## config.mk

```make
export PLATFORM = sky130hd
export DESIGN_NAME = uncached_axi_bridge
export DESIGN_NICKNAME = d
export VERILOG_FILES = /design/src/rtl/uncached_axi_bridge_pkg.sv /design/src/rtl/uncached_axi_bridge.sv
export SDC_FILE = /design/constraint.sdc
export NUM_CORES = 1
export LEC_CHECK = 0
export ABC_CLOCK_PERIOD_IN_PS = 3500
export CAP_MARGIN = 20
export CORE_ASPECT_RATIO = 2
export CORE_MARGIN = 4
export CORE_UTILIZATION = 34
export DETAILED_ROUTE_END_ITERATION = 10
export GPL_ROUTABILITY_DRIVEN = 1
export HOLD_SLACK_MARGIN = 0.08
export PLACE_DENSITY = 0.84
export SLEW_MARGIN = 20
export SYNTH_ARGS = -nofsm -noshare
export SYNTH_HDL_FRONTEND = slang
export SYNTH_SLANG_ARGS = --single-unit
```

## constraint.sdc

```tcl
create_clock -name clk -period 3.5 [get_ports clk]
set_input_delay 0.35 -clock clk [delete_from_list [all_inputs] [get_ports clk]]
set_output_delay 0.35 -clock clk [all_outputs]
set_load 0.03 [all_outputs]
```

## src/rtl/uncached_axi_bridge_pkg.sv

```systemverilog
// Shared cpu package: AXI channel payloads, response/burst encodings and bridge FSM states.
package uncached_axi_bridge_pkg;

  localparam int unsigned ADDR_W = 32;
  localparam int unsigned DATA_W = 32;
  localparam int unsigned STRB_W = 4;
  localparam int unsigned ID_W   = 4;

  localparam logic [1:0] AXI_RESP_OKAY  = 2'b00;
  localparam logic [1:0] AXI_BURST_INCR = 2'b01;

  typedef enum logic [2:0] {
    IDLE,
    RD_ADDR,
    RD_DATA,
    WR_REQ,
    WR_RESP,
    DONE
  } state_e;

  // Master-driven AXI signals: AR, AW, W plus the R/B ready lines.
  typedef struct packed {
    logic [ID_W-1:0]   arid;
    logic [ADDR_W-1:0] araddr;
    logic [7:0]        arlen;
    logic [2:0]        arsize;
    logic [1:0]        arburst;
    logic              arvalid;
    logic              rready;
    logic [ID_W-1:0]   awid;
    logic [ADDR_W-1:0] awaddr;
    logic [7:0]        awlen;
    logic [2:0]        awsize;
    logic [1:0]        awburst;
    logic              awvalid;
    logic [DATA_W-1:0] wdata;
    logic [STRB_W-1:0] wstrb;
    logic              wlast;
    logic              wvalid;
    logic              bready;
  } axi_req_t;

  // Slave-driven AXI signals: address/data readies plus the R and B channels.
  typedef struct packed {
    logic              arready;
    logic [DATA_W-1:0] rdata;
    logic [1:0]        rresp;
    logic              rlast;
    logic              rvalid;
    logic              awready;
    logic              wready;
    logic [1:0]        bresp;
    logic              bvalid;
  } axi_resp_t;

endpackage

```

## src/rtl/uncached_axi_bridge.sv

```systemverilog
// Single-outstanding bridge from the core's uncached data bus to one AXI single-beat transfer.
module uncached_axi_bridge
  import uncached_axi_bridge_pkg::*;
#(
  parameter logic [ID_W-1:0] AXI_ID = 4'd1
) (
  input  logic              clk,
  input  logic              reset,
  input  logic              req,
  input  logic              wr,
  input  logic [STRB_W-1:0] wstrb,
  input  logic [2:0]        size,
  input  logic [ADDR_W-1:0] addr,
  input  logic [DATA_W-1:0] wdata,
  output logic              addr_ok,
  output logic              data_ok,
  output logic [DATA_W-1:0] rdata,
  output logic              rerr,
  output axi_req_t          axi_req,
  input  axi_resp_t         axi_resp
);

  state_e            state_q, state_d;
  logic              arvalid_q, arvalid_d;
  logic              rready_q, rready_d;
  logic              awvalid_q, awvalid_d;
  logic              wvalid_q, wvalid_d;
  logic              bready_q, bready_d;
  logic              data_ok_q, data_ok_d;
  logic              rerr_q, rerr_d;
  logic [DATA_W-1:0] rdata_q, rdata_d;
  logic              wr_q, wr_d;
  logic [STRB_W-1:0] wstrb_q, wstrb_d;
  logic [2:0]        size_q, size_d;
  logic [ADDR_W-1:0] addr_q, addr_d;
  logic [DATA_W-1:0] wdata_q, wdata_d;

  // Direction and the reserved size bit are kept for the captured request but drive nothing.
  logic unused_c;
  assign unused_c = ^{wr_q, size_q[2]};

  // A request is taken only when nothing is in flight.
  assign addr_ok = req && (state_q == IDLE);

  // State and datapath registers.
  always_ff @(posedge clk or posedge reset) begin
    if (reset) begin
      state_q   <= IDLE;
      arvalid_q <= 1'b0;
      rready_q  <= 1'b0;
      awvalid_q <= 1'b0;
      wvalid_q  <= 1'b0;
      bready_q  <= 1'b0;
      data_ok_q <= 1'b0;
      rerr_q    <= 1'b0;
      rdata_q   <= '0;
      wr_q      <= 1'b0;
      wstrb_q   <= '0;
      size_q    <= '0;
      addr_q    <= '0;
      wdata_q   <= '0;
    end else begin
      state_q   <= state_d;
      arvalid_q <= arvalid_d;
      rready_q  <= rready_d;
      awvalid_q <= awvalid_d;
      wvalid_q  <= wvalid_d;
      bready_q  <= bready_d;
      data_ok_q <= data_ok_d;
      rerr_q    <= rerr_d;
      rdata_q   <= rdata_d;
      wr_q      <= wr_d;
      wstrb_q   <= wstrb_d;
      size_q    <= size_d;
      addr_q    <= addr_d;
      wdata_q   <= wdata_d;
    end
  end

  // Next state; valid/ready flops are set on entry to a phase and cleared by their handshake.
  always_comb begin
    state_d   = state_q;
    arvalid_d = arvalid_q;
    rready_d  = rready_q;
    awvalid_d = awvalid_q;
    wvalid_d  = wvalid_q;
    bready_d  = bready_q;
    data_ok_d = 1'b0;
    rerr_d    = rerr_q;
    rdata_d   = rdata_q;
    wr_d      = wr_q;
    wstrb_d   = wstrb_q;
    size_d    = size_q;
    addr_d    = addr_q;
    wdata_d   = wdata_q;

    case (state_q)
      IDLE: begin
        if (req) begin
          wr_d    = wr;
          wstrb_d = wstrb;
          size_d  = size;
          addr_d  = addr;
          wdata_d = wdata;
          if (wr) begin
            awvalid_d = 1'b1;
            wvalid_d  = 1'b1;
            state_d   = WR_REQ;
          end else begin
            arvalid_d = 1'b1;
            state_d   = RD_ADDR;
          end
        end
      end
      RD_ADDR: begin
        if (axi_resp.arready) begin
          arvalid_d = 1'b0;
          rready_d  = 1'b1;
          state_d   = RD_DATA;
        end
      end
      RD_DATA: begin
        // Only the final beat completes the load; stray non-last beats are dropped.
        if (axi_resp.rvalid && axi_resp.rlast) begin
          rdata_d   = axi_resp.rdata;
          rerr_d    = (axi_resp.rresp != AXI_RESP_OKAY);
          rready_d  = 1'b0;
          data_ok_d = 1'b1;
          state_d   = DONE;
        end
      end
      WR_REQ: begin
        if (axi_resp.awready) awvalid_d = 1'b0;
        if (axi_resp.wready)  wvalid_d  = 1'b0;
        if (!awvalid_d && !wvalid_d) begin
          bready_d = 1'b1;
          state_d  = WR_RESP;
        end
      end
      WR_RESP: begin
        if (axi_resp.bvalid) begin
          rerr_d    = (axi_resp.bresp != AXI_RESP_OKAY);
          bready_d  = 1'b0;
          data_ok_d = 1'b1;
          state_d   = DONE;
        end
      end
      DONE: begin
        state_d = IDLE;
      end
      default: begin
        state_d = IDLE;
      end
    endcase
  end

  // AXI payload is a fixed single-beat INCR transfer built from the captured request.
  always_comb begin
    axi_req         = '0;
    axi_req.arid    = AXI_ID;
    axi_req.araddr  = addr_q;
    axi_req.arlen   = 8'd0;
    axi_req.arsize  = {1'b0, size_q[1:0]};
    axi_req.arburst = AXI_BURST_INCR;
    axi_req.arvalid = arvalid_q;
    axi_req.rready  = rready_q;
    axi_req.awid    = AXI_ID;
    axi_req.awaddr  = addr_q;
    axi_req.awlen   = 8'd0;
    axi_req.awsize  = {1'b0, size_q[1:0]};
    axi_req.awburst = AXI_BURST_INCR;
    axi_req.awvalid = awvalid_q;
    axi_req.wdata   = wdata_q;
    axi_req.wstrb   = wstrb_q;
    axi_req.wlast   = 1'b1;
    axi_req.wvalid  = wvalid_q;
    axi_req.bready  = bready_q;
  end

  assign data_ok = data_ok_q;
  assign rdata   = rdata_q;
  assign rerr    = rerr_q;

endmodule

```

* After elaboration in Yosys (flattened, before gate mapping) *
Cells that the tools add are included.
Widths: inputs -> output; s select.

operators by class
  eq/ne operators = 11
  muxes and demuxes = 31
  reduce and logical (&&, ||, !) cells = 21

operator list
  cell                number
  $mux 1              17
  $mux 3              5
  $pmux 3 s5          1
  $ne 2x2->1 const B  7
  $pmux 1 s2          7
  $reduce_bool 2->1   7
  $reduce_and 3->1    4
  $eq 3x2->1 const B  2
  $reduce_and 5->1    1
  $reduce_and 2->1    2
  $reduce_and 4->1    1
  $eq 3x1->1 const B  1
  $eq 3x3->1 const B  1
  $logic_and 1x1->1   3
  $logic_not 3->1     1
  $logic_not 1->1     2
  $mux 2              1

word-level totals
  bits in registers = 112
  bits of input ports = 117
  output and inout port bits = 175
  word-level logic and storage cells = 76

* Longest topological paths before layout *
Gate-level depths: netlist (run 1).

  word-level depth = 6
  gate-level depth with buffers = 6
  depth with buffers taken out = 4

* Worst setup path after synthesis (run 1) *
No wires, ideal clock.

  kind = reg2reg
  from = reg state_q[2]
  to = reg wdata_q[0]
  library setup time = 0.125 ns
  data arrival time = 1.535 ns
  data required time = 3.375 ns
  setup slack = 1.840 ns
  cell stages (with the launch flop) = 5
  path buffers = 2
  period minus slack after synthesis = 1.660 ns
  path through = dfrtp_1 buf_2 nor3_4 buf_6 mux2_2

on the way
  longest elaborated chain between the ends = 2

ends and longest elaborated chain
  what                               RTL line                   RTL
  start: declaration                 uncached_axi_bridge.sv:23  state_e state_q, state_d;
  start signal: assignment           uncached_axi_bridge.sv:63  state_q <= state_d;
  $logic_not 3->1                    uncached_axi_bridge.sv:97  case (state_q)
  $reduce_and 2->1 (no source line)  --
  end signal: assignment             uncached_axi_bridge.sv:76  wdata_q <= wdata_d;
  end: declaration                   uncached_axi_bridge.sv:36  logic [DATA_W-1:0] wdata_q, wdata_d;

Every way passes these cells.
A chain may end at the register's enable or synchronous reset.

* Worst setup path in the final report (run 1) *
  from = reg state_q[0]
  to = out addr_ok

on the way
  longest elaborated chain between the ends = 2

ends and longest elaborated chain
  what               RTL line                   RTL
  $logic_not 3->1    uncached_axi_bridge.sv:43  assign addr_ok = req && (state_q == IDLE);
  $logic_and 1x1->1  uncached_axi_bridge.sv:43
  end: declaration   uncached_axi_bridge.sv:15  output logic addr_ok,

Every way passes these cells.

==> run_results.csv, run 1 <==
group,metric,value,unit
synthesis,yosysWarnings,0,
drt,firstDrtPassIters,4,
die,num_io_pins,292,
die,core,0.01404,sq mm
job,maxCapViolations,0,
synthesis,synth_seq_cells,112,
die,die_area,0.01652,sq mm
clock_tree,cts_tree,"built",
worst_setup_path,cp-start-kind,"flip-flop",
min_path,worst_hold_path.endpoint,"rdata[5]",
min_path,holdCritPathClass,"flip-flop to flip-flop",
pwr,clkPwrFrac,12.1,%
worst_setup_path,crit_required,3.15,ns
synthesis,synth_edf_count,0,
grt,first_global_vias,3713,
clock_tree,root_buffer,"clkbuf_16",
worst_setup_path,crit_fanout,13,
min_path,holdPathStages,1,
pwr,intPower,4653,uW
clock_tree,cts.sinks,112,
sta,finalHoldViolCount,0,
worst_setup_path,endpoint_kind,"output port",
sta,rsz0062_at_grt,"false",
clock_tree,cts_buffer_depth,2,
placed_design,numPortBuffers,259,
die,die_x,92.90,microns
grt,antenna_found_initial,0,
synthesis,synth_area_leader_cell,"dfrtp_1",
synthesis,yosysUniqueCellTypes,26,
drt,num_vias,3396,
worst_setup_path,worstPathArrival,2.03,ns
sta,report.final.slew_viol_count,0,
clock_tree,cts_max_level,3,
cells_and_area,area_delta_synth_final,53.25,%
synthesis,syn_inst,347,
pwr,p_sw_share,43.29,%
cells_and_area,diodes,0,
worst_setup_path,r2r_start,"state_q[2]",
synthesis,synth.area.top_cells,"dfrtp_1 (57%), mux2_2 (22%), buf_4 (11%)",
sta,maxSlewHeadroom,48.37,%
sta,setup_tns,0,ns
synthesis,synth_area_per_cell,14.12,sq um
status,status,"complete, no violations",
cells_and_area,nNetsFinal,683,
clock_tree,cts_inserted_buffers,9,
drt,drt-total-wl,12.93,mm
clock_tree,clkLatencyLatePin,0.34,ns
die,die_y,177.8,microns
die,start_util,34.90,%
clock_tree,clkTransAtPathRegs,0.07,ns
clock_tree,cts_setup_buffers,0,
pwr,finalPower,8204,uW
pwr,combPwrFrac,58.6,%
drt,drc,0,
pwr,max-vdd-ir-drop,0.0004645,V
placed_design,dp_hpwl,10.37,mm
worst_setup_path,criticalPathCategory,"flip-flop to output port",
grt,grt_remaining_overflow,0,
pwr,power_switching,3552,uW
die,rows,61,
synthesis,synth_top_flop_cell,"dfrtp_1",
cells_and_area,final_common_cell,"clkdlybuf4s50_1",
drt,wl_per_cell,17.01,microns
cells_and_area,drive_above_1_share,20.67,%
min_path,hold_path.startpoint,"rdata[5]",
synthesis,synth_top_area_share,57.19,%
cells_and_area,fillCellCount,1249,
cells_and_area,final_cell_mix,"clkdlybuf4s50_1 (259), dfrtp_1 (112), mux2_2 (95)",
sta,clock_skew,0.01554,ns
pwr,power_density,1092,mW/mm^2
synthesis,ys_seq_area_share,57.19,%
drt,antenna_left,0,
grt,track_usage,15.35,%
grt,grt_first_pass_wirelength,19.58,mm
synthesis,async_flop_share,100.0,%
grt,grt_max_degree,73,
clock_tree,postCtsHoldBufs,0,
sta,maxClockFrequency,419.4,MHz
clock_tree,cts_resized,0,
placed_design,place.gp.congestion,0.8348,
worst_setup_path,r2r_end,"rdata[3]",
drt,drtIter0Drc,66,
synthesis,syn_area,0.004901,sq mm
pwr,leakagePower,0.003120,uW
worst_setup_path,reg2reg_depth,4,
sta,finalSetupViolations,0,
sta,worst_pin_slew,0.7745,ns
worst_setup_path,reg2reg_setup_slack,1.59,ns
sta,period_needed,2.384,ns
sta,fin_crit_sh,68.12,%
pwr,power_frac_seq,29.3,%
drt,vias_per_cell,4.468,
[synth_stat cells (3+ instances only)]
library cell,number
buf_6,10
mux2_1,8
a31oi_1,4
nand2b_1,4
nand2_1,5
nor2_1,4
nand3_1,4
a22o_1,3
a21oi_1,3
buf_4,71
dfrtp_1,112
mux2_2,95
o21ai_0,3
inv_1,6
[cell families after synthesis]
family,share of synthesized area (%)
and+or+nand+nor,2.604
buffers and inverters,13.91
muxes,23.87
AOI/OAI and AO/OA,2.272
other,0.1532
DFF,57.19
[how the worst max path moves through the flow]
stage / start / to / slack, ns / cells after the start
6_report: state_q[0] / addr_ok / 1.12 / 3
5_1_grt: state_q[0] / addr_ok / 1.01 / 3
4_1_cts: state_q[0] / addr_ok / 1.09 / 3
3_5_place_dp: req / addr_ok / 1.23 / 4
3_3_place_gp: req / addr_ok / 1.23 / 4
2_1_floorplan: reset / addr_q[0] / 0.19 / 1
[metal layers]
layer	routed length [microns]	share of wire (%)	vias up	GRT usage, %
met3	998	7.7	24	4.370
met5	0	0	-	0
li1	-	-	1514	-
met1	3818	30	1672	13.35
met4	337	2.6	0	6.361
met2	7773	60	186	31.21
[per-stage QoR]
stage	std cells	hold slack, ns	utilization (%)	setup slack [ns]	cell area (sq um)
after floorplan	376	0.4699	-	0.1910	5010
after global placement	744	0.4709	51.44	1.232	7224
after detailed placement	744	0.4740	51.44	1.235	7224
after CTS	760	0.4905	53.48	1.091	7511
after global routing	760	0.5127	53.48	1.010	7511
final	760	0.4863	53.48	1.116	7511
[critical path: stages, from the launching register on]
cell,delay (ns)
dfrtp_1,0.52
nand2b_1,0.26
nor3_4,0.19
clkdlybuf4s50_1,0.72
[power groups by stage]
stage                     logic, uW  registers (uW)  clock network (uW)
final                          4810            2400                 995
after global routing           5010            2510                1080
after CTS                      4870            2410                1040
after detailed placement       4860            2430                   0
after global placement         4790            2370                   0
after floorplan                1960            3550                   0
[final cells by class]
cell class	instances	area [sq um]	area share, %
Clock inverter	6	47.55	0.6330
Timing Repair Buffer	263	2635	35.08
Multi-Input combinational cell	174	1525	20.31
Tap cell	189	236.5	3.148
Sequential cell	112	2803	37.31
Clock buffer	10	239.0	3.182
Inverter	6	25.02	0.3332
[registers in the layout, indices dropped and copies added, names as in the netlist]
| register | flops |
|---|---|
| addr_q | 32 |
| arvalid_q | 1 |
| awvalid_q | 1 |
| bready_q | 1 |
| data_ok | 1 |
| rdata | 32 |
| rerr | 1 |
| rready_q | 1 |
| size_q | 2 |
| state_q | 3 |
| wdata_q | 32 |
| wstrb_q | 4 |
| wvalid_q | 1 |
Note: power is estimated with default switching activity, not from simulation.
==> inputs of run 2 (changes only) <==
--- a/config.mk
+++ b/config.mk
@@ -5,15 +5,15 @@
 export SDC_FILE = /design/constraint.sdc
 export NUM_CORES = 1
 export LEC_CHECK = 0
-export ABC_CLOCK_PERIOD_IN_PS = 3500
+export ABC_CLOCK_PERIOD_IN_PS = 2400
 export CAP_MARGIN = 20
 export CORE_ASPECT_RATIO = 2
 export CORE_MARGIN = 4
-export CORE_UTILIZATION = 34
+export CORE_UTILIZATION = 38
 export DETAILED_ROUTE_END_ITERATION = 10
 export GPL_ROUTABILITY_DRIVEN = 1
 export HOLD_SLACK_MARGIN = 0.08
-export PLACE_DENSITY = 0.84
+export PLACE_DENSITY = 0.88
 export SLEW_MARGIN = 20
 export SYNTH_ARGS = -nofsm -noshare
 export SYNTH_HDL_FRONTEND = slang
==> constraint.sdc (replaced) <==
create_clock -name clk -period 2.4 [get_ports clk]
set_input_delay 0.24 -clock clk [delete_from_list [all_inputs] [get_ports clk]]
set_output_delay 0.24 -clock clk [all_outputs]
set_load 0.03 [all_outputs]
==> run 2 against run 1 <==
Clock power up 53%. Combinational power rose by 46%. Worst setup slack lost 0.78 ns. Register-to-register slack got worse by 1.1 ns. First-iteration DRC count grew 52%. Clock-buffer cell count unchanged. Sequential cell count is the same. Wire length is 2.6% lower. Via count grew 0.12%. Final area about the same.
==> run_results.csv, run 2 (synthesis results as in run 1) <==
group,metric,value,unit
status,status,"complete, no violations",
grt,first_global_vias,3695,
cells_and_area,drive_above_1_share,20.67,%
drt,drc,0,
clock_tree,cts_resized,0,
grt,gr-usage-met3,4.627,%
clock_tree,clkTransAtPathRegs,0.07,ns
clock_tree,root_buffer,"clkbuf_16",
grt,grt_first_pass_wirelength,19.41,mm
worst_setup_path,path_cells,"nand2b_1, nor3_4, buf_12, buf_4",
job,maxCapViolations,0,
grt,grt_remaining_overflow,0,
grt,grt_max_degree,113,
worst_setup_path,crit_family,"flip-flops",
cells_and_area,area_delta_synth_final,53.36,%
drt,num_vias,3400,
drt,drtIter0Drc,100,
die,start_util,38.81,%
worst_setup_path,cp.buffers_inverters,2,
grt,use_met2,31.33,%
clock_tree,clkLatencyLatePin,0.34,ns
sta,maxSlewHeadroom,61.67,%
die,die_area,0.01489,sq mm
sta,report.final.slew_viol_count,0,
pwr,max-vdd-ir-drop,0.0009895,V
placed_design,pre_cts_slack,0.4182,ns
pwr,power_frac_seq,29.1,%
sta,maxClockFrequency,484.7,MHz
pwr,combPwrFrac,58.3,%
cells_and_area,diodes,0,
placed_design,place.gp.congestion,0.8806,
cells_and_area,final_common_cell,"clkdlybuf4s50_1",
pwr,intPower,6893,uW
cells_and_area,final_cell_mix,"clkdlybuf4s50_1 (258), dfrtp_1 (112), mux2_2 (95)",
sta,rsz0062_at_grt,"false",
pwr,power_switching,5170,uW
clock_tree,cts_inserted_buffers,9,
clock_tree,cts_buffer_depth,2,
clock_tree,cts_max_level,3,
grt,grtUsageMet1,16.48,%
cells_and_area,utilization,59.52,%
worst_setup_path,criticalPathCategory,"flip-flop to output port",
grt,top_usage_layer,"met2",
sta,setup_tns,0,ns
sta,finalSetupViolations,0,
worst_setup_path,slowest_delay,0.51,ns
worst_setup_path,worstPathArrival,1.82,ns
sta,hold_ws,0.4284,ns
die,num_io_pins,292,
placed_design,dp.cells,705,
drt,vias_per_cell,4.716,
sta,worst_pin_slew,0.5750,ns
worst_setup_path,cp-start-kind,"flip-flop",
die,die_y,168.6,microns
cells_and_area,layout.cells.non_filler,721,
sta,clock_skew,0.007209,ns
placed_design,numPortBuffers,259,
clock_tree,postCtsHoldBufs,0,
clock_tree,cts_tree,"built",
worst_setup_path,endpoint_kind,"output port",
drt,antenna_left,0,
drt,drt-total-wl,12.59,mm
cells_and_area,nNetsFinal,683,
clock_tree,cts.sinks,112,
worst_setup_path,critPathSlowestCell,"dfrtp_1",
pwr,clkPwrFrac,12.6,%
worst_setup_path,r2r_end,"rdata[19]",
drt,firstDrtPassIters,4,
clock_tree,cts_setup_buffers,0,
worst_setup_path,reg2reg_setup_slack,0.51,ns
worst_setup_path,reg2reg_depth,4,
drt,wl_per_cell,17.47,microns
grt,antenna_found_initial,0,
min_path,holdCritPathClass,"primary input to asynchronous set/reset pin",
placed_design,dp_hpwl,9.910,mm
pwr,p_sw_share,42.86,%
worst_setup_path,crit_fanout,34,
pwr,power_density,1605,mW/mm^2
die,die_x,88.31,microns
grt,track_usage,16.82,%
worst_setup_path,r2r_start,"state_q[2]",
die,rows,58,
sta,finalHoldViolCount,0,
sta,period_needed,2.063,ns
pwr,leakagePower,0.003129,uW
worst_setup_path,crit_required,2.16,ns
die,core,0.01263,sq mm
cells_and_area,fillCellCount,999,
sta,fin_crit_sh,85.96,%
sta,fin_ws,0.3370,ns
run 2: changes by cell type in the layout (fill, tap and decap cells not counted), moves of 2 or more:
cell	before	now
buf_4	3	1
clkinvlp_4	0	2
buf_12	1	4
clkinv_2	2	0
run 2: power by group through the flow:
stage,sequential (uW),clock [uW],combinational [uW]
6_report,3510,1520,7030
2_1_floorplan,5180,0,2860
5_1_grt,3660,1660,7350
4_1_cts,3530,1590,7110
3_5_place_dp,3550,0,7100
3_3_place_gp,3460,0,6970
run 2: layout make-up:
cell class | count | area, sq um | area share, %
sequential | 112 | 2803 | 37.29
timing repair buffer | 263 | 2670 | 35.53
multi-input combinational | 174 | 1525 | 20.29
clock buffer | 10 | 229.0 | 3.046
tap | 150 | 187.7 | 2.497
clock inverter | 6 | 75.07 | 0.9988
inverter | 6 | 26.28 | 0.3496
run 2: layer usage:
layer / part of all wire (%) / vias up
li1: - / 1521
met1: 31 / 1658
met2: 57 / 190
met3: 8.4 / 31
met4: 3.8 / 0
met5: 0 / -
run 2: how the worst max path moves through the flow:
| stage | startpoint | endpoint | slack, ns | cells after the start |
|---|---|---|---|---|
| after global routing | state_q[0] | addr_ok | 0.23 | 4 |
| after detailed placement | axi_resp[5] | rdata[19] | 0.42 | 5 |
| after floorplan | state_q[2] | wdata_q[0] | 0.74 | 4 |
| after CTS | state_q[0] | addr_ok | 0.31 | 4 |
| after global placement | axi_resp[5] | rdata[19] | 0.45 | 5 |
| final | state_q[0] | addr_ok | 0.34 | 4 |
run 2: worst register-to-register path: cells and delay by family (launching register included):
family | cells | cell delay [ns]
and+or+nand+nor | 2 | 0.65
muxes | 1 | 0.38
buffers and inverters | 1 | 0.24
DFF | 1 | 0.52
run 2: stage by stage:
step	total power (uW)	cell area [sq um]
floorplan	8038	5014
global placement	10430	7212
detailed placement	10650	7212
CTS	12230	7516
global route	12670	7516
finish	12060	7516
==> inputs of run 3 (changes only) <==
--- a/config.mk
+++ b/config.mk
@@ -11,7 +11,6 @@
 export CORE_MARGIN = 4
 export CORE_UTILIZATION = 38
 export DETAILED_ROUTE_END_ITERATION = 10
-export GPL_ROUTABILITY_DRIVEN = 1
 export HOLD_SLACK_MARGIN = 0.08
 export PLACE_DENSITY = 0.88
 export SLEW_MARGIN = 20
==> constraint.sdc (replaced) <==
create_clock -name clk -period 2.4 [get_ports clk]
set_input_delay 0.48 -clock clk [delete_from_list [all_inputs] [get_ports clk]]
set_output_delay 0.48 -clock clk [all_outputs]
set_load 0.03 [all_outputs]
==> run 3 against run 2 <==
Sequential power about the same. Wire length up 0.91%. Total power down 0.54%. Critical path type is now primary input to output port. Worst hold slack better by 0.070 ns. Final cell count up 0.55%. Register-to-register slack about the same. Largest cell class unchanged. Clock power down 7%. Sequential share of layout area down 0.13 points. Final area up 0.35%. Highest routed layer unchanged. Critical path depth up 1. Sequential cell count unchanged.
==> run_results.csv, run 3 (synthesis results as in run 1) <==
group,metric,value,unit
status,status,"complete, no violations",
grt,grt_max_degree,45,
clock_tree,cts_buffer_depth,2,
min_path,hold_path.startpoint,"rdata[5]",
placed_design,pre_cts_slack,0.1150,ns
pwr,intPower,6812,uW
die,num_io_pins,292,
worst_setup_path,cp.buffers_inverters,3,
pwr,power_frac_seq,29.2,%
grt,grt_remaining_overflow,0,
worst_setup_path,criticalPathCategory,"primary input to output port",
pwr,clkPwrFrac,11.8,%
sta,clock_skew,0.01002,ns
clock_tree,cts_max_level,3,
sta,maxSlewHeadroom,57.11,%
drt,wl_per_cell,17.53,microns
pwr,power_density,1591,mW/mm^2
worst_setup_path,crit_family,"buffers and inverters",
die,start_util,38.81,%
placed_design,place.gp.congestion,0.9102,
worst_setup_path,path_cells,"clkdlybuf4s50_1, nand2b_1, nor3_4, buf_4, buf_4",
worst_setup_path,critPathSlowestCell,"clkdlybuf4s50_1",
clock_tree,cts_inserted_buffers,9,
clock_tree,clkTransAtPathRegs,0.08,ns
grt,grt_first_pass_wirelength,19.44,mm
cells_and_area,final_common_cell,"clkdlybuf4s50_1",
clock_tree,cts_setup_buffers,0,
sta,finalHoldViolCount,0,
pwr,p_sw_share,43.21,%
clock_tree,cts_tree,"built",
placed_design,dp_hpwl,10.38,mm
cells_and_area,seq_area,0.002803,sq mm
cells_and_area,nNetsFinal,688,
sta,setup_tns,0,ns
sta,worst_pin_slew,0.6420,ns
die,core,0.01263,sq mm
clock_tree,root_buffer,"clkbuf_16",
worst_setup_path,path_common_cell,"buf_4",
job,maxCapViolations,0,
worst_setup_path,crit_required,1.92,ns
pwr,combPwrFrac,59.0,%
die,die_y,168.6,microns
drt,drt-total-wl,12.71,mm
cells_and_area,drive_above_1_share,21.39,%
worst_setup_path,cp-start-kind,"primary input",
pwr,finalPower,12000,uW
worst_setup_path,slowest_delay,0.53,ns
placed_design,numPortBuffers,259,
sta,fin_crit_sh,93.09,%
worst_setup_path,r2r_start,"state_q[0]",
cells_and_area,final_cell_mix,"clkdlybuf4s50_1 (258), dfrtp_1 (112), mux2_2 (95)",
clock_tree,clkLatencyLatePin,0.33,ns
drt,antenna_left,0,
worst_setup_path,worstPathArrival,1.75,ns
drt,drtIter0Drc,75,
cells_and_area,diodes,0,
cells_and_area,fillCellCount,985,
sta,rsz0062_at_grt,"false",
clock_tree,cts_resized,0,
sta,fin_ws,0.1659,ns
pwr,leakagePower,0.003145,uW
grt,antenna_found_initial,0,
sta,finalSetupViolations,0,
min_path,holdCritPathClass,"flip-flop to flip-flop",
grt,first_global_vias,3705,
sta,report.final.slew_viol_count,0,
pwr,power_switching,5184,uW
drt,firstDrtPassIters,4,
drt,vias_per_cell,4.677,
worst_setup_path,crit_path_start,"req",
cells_and_area,area_delta_synth_final,53.89,%
pwr,max-vdd-ir-drop,0.0008816,V
clock_tree,cts.sinks,112,
die,die_x,88.31,microns
grt,track_usage,17.00,%
drt,drc,0,
cells_and_area,multi_input_area,0.001525,sq mm
sta,maxClockFrequency,447.6,MHz
die,die_area,0.01489,sq mm
sta,period_needed,2.234,ns
die,rows,58,
clock_tree,postCtsHoldBufs,0,
worst_setup_path,endpoint_kind,"output port",
worst_setup_path,crit_fanout,7,
drt,num_vias,3391,
[run 3: cell count changes in the layout (fill, tap and decap cells not counted), sizes merged]
cell	previous run	this run
inv	8	7
clkbuf	10	9
bufinv	1	0
clkinv	1	2
clkinvlp	2	3
buf	5	10
[run 3: layout make-up]
| class | count | area share (%) |
|---|---|---|
| timing repair buffer | 268 | 36.07 |
| sequential | 112 | 37.16 |
| inverter | 6 | 0.3484 |
| multi-input combinational | 174 | 20.22 |
| tap | 150 | 2.488 |
| clock buffer | 9 | 2.986 |
| clock inverter | 6 | 0.7299 |
[run 3: per-stage QoR]
stage	instance area [sq um]	std cells	util, %	hold slack (ns)
after global placement	7262	710	57.51	0.4696
after global routing	7542	725	59.73	0.5229
after detailed placement	7262	710	57.51	0.4788
after CTS	7542	725	59.73	0.4998
final	7542	725	59.73	0.4989
after floorplan	5014	376	-	0.4699
[run 3: metal layers]
layer | vias to the layer above | track usage [%] | share of wire (%) | routed length (microns)
met5 | - | 0 | 0 | 0
met4 | 0 | 6.908 | 3.3 | 421
met3 | 32 | 4.968 | 7.9 | 998
met2 | 182 | 32.05 | 58 | 7368
met1 | 1645 | 16.53 | 31 | 3920
li1 | 1532 | - | - | -
[run 3: worst paths after layout]
| path | to | slack, ns | cells past startpoint |
|---|---|---|---|
| max | addr_ok | 0.17 | 5 |
| min | rdata[5] | 0.50 | 1 |
| max reg2reg | addr_q[7] | 0.52 | 5 |
| min reg2reg | rdata[5] | 0.50 | 1 |
| max in group asynchronous | wstrb_q[2] | 1.19 | 3 |
| min in group asynchronous | wdata_q[21] | 0.58 | 2 |
[run 3: power groups by stage]
stage	Combinational [uW]	Sequential, uW	Clock [uW]
after floorplan	2860	5180	0
after global placement	7020	3460	0
after detailed placement	7140	3550	0
after CTS	7150	3520	1470
after global routing	7370	3650	1560
final	7080	3500	1410
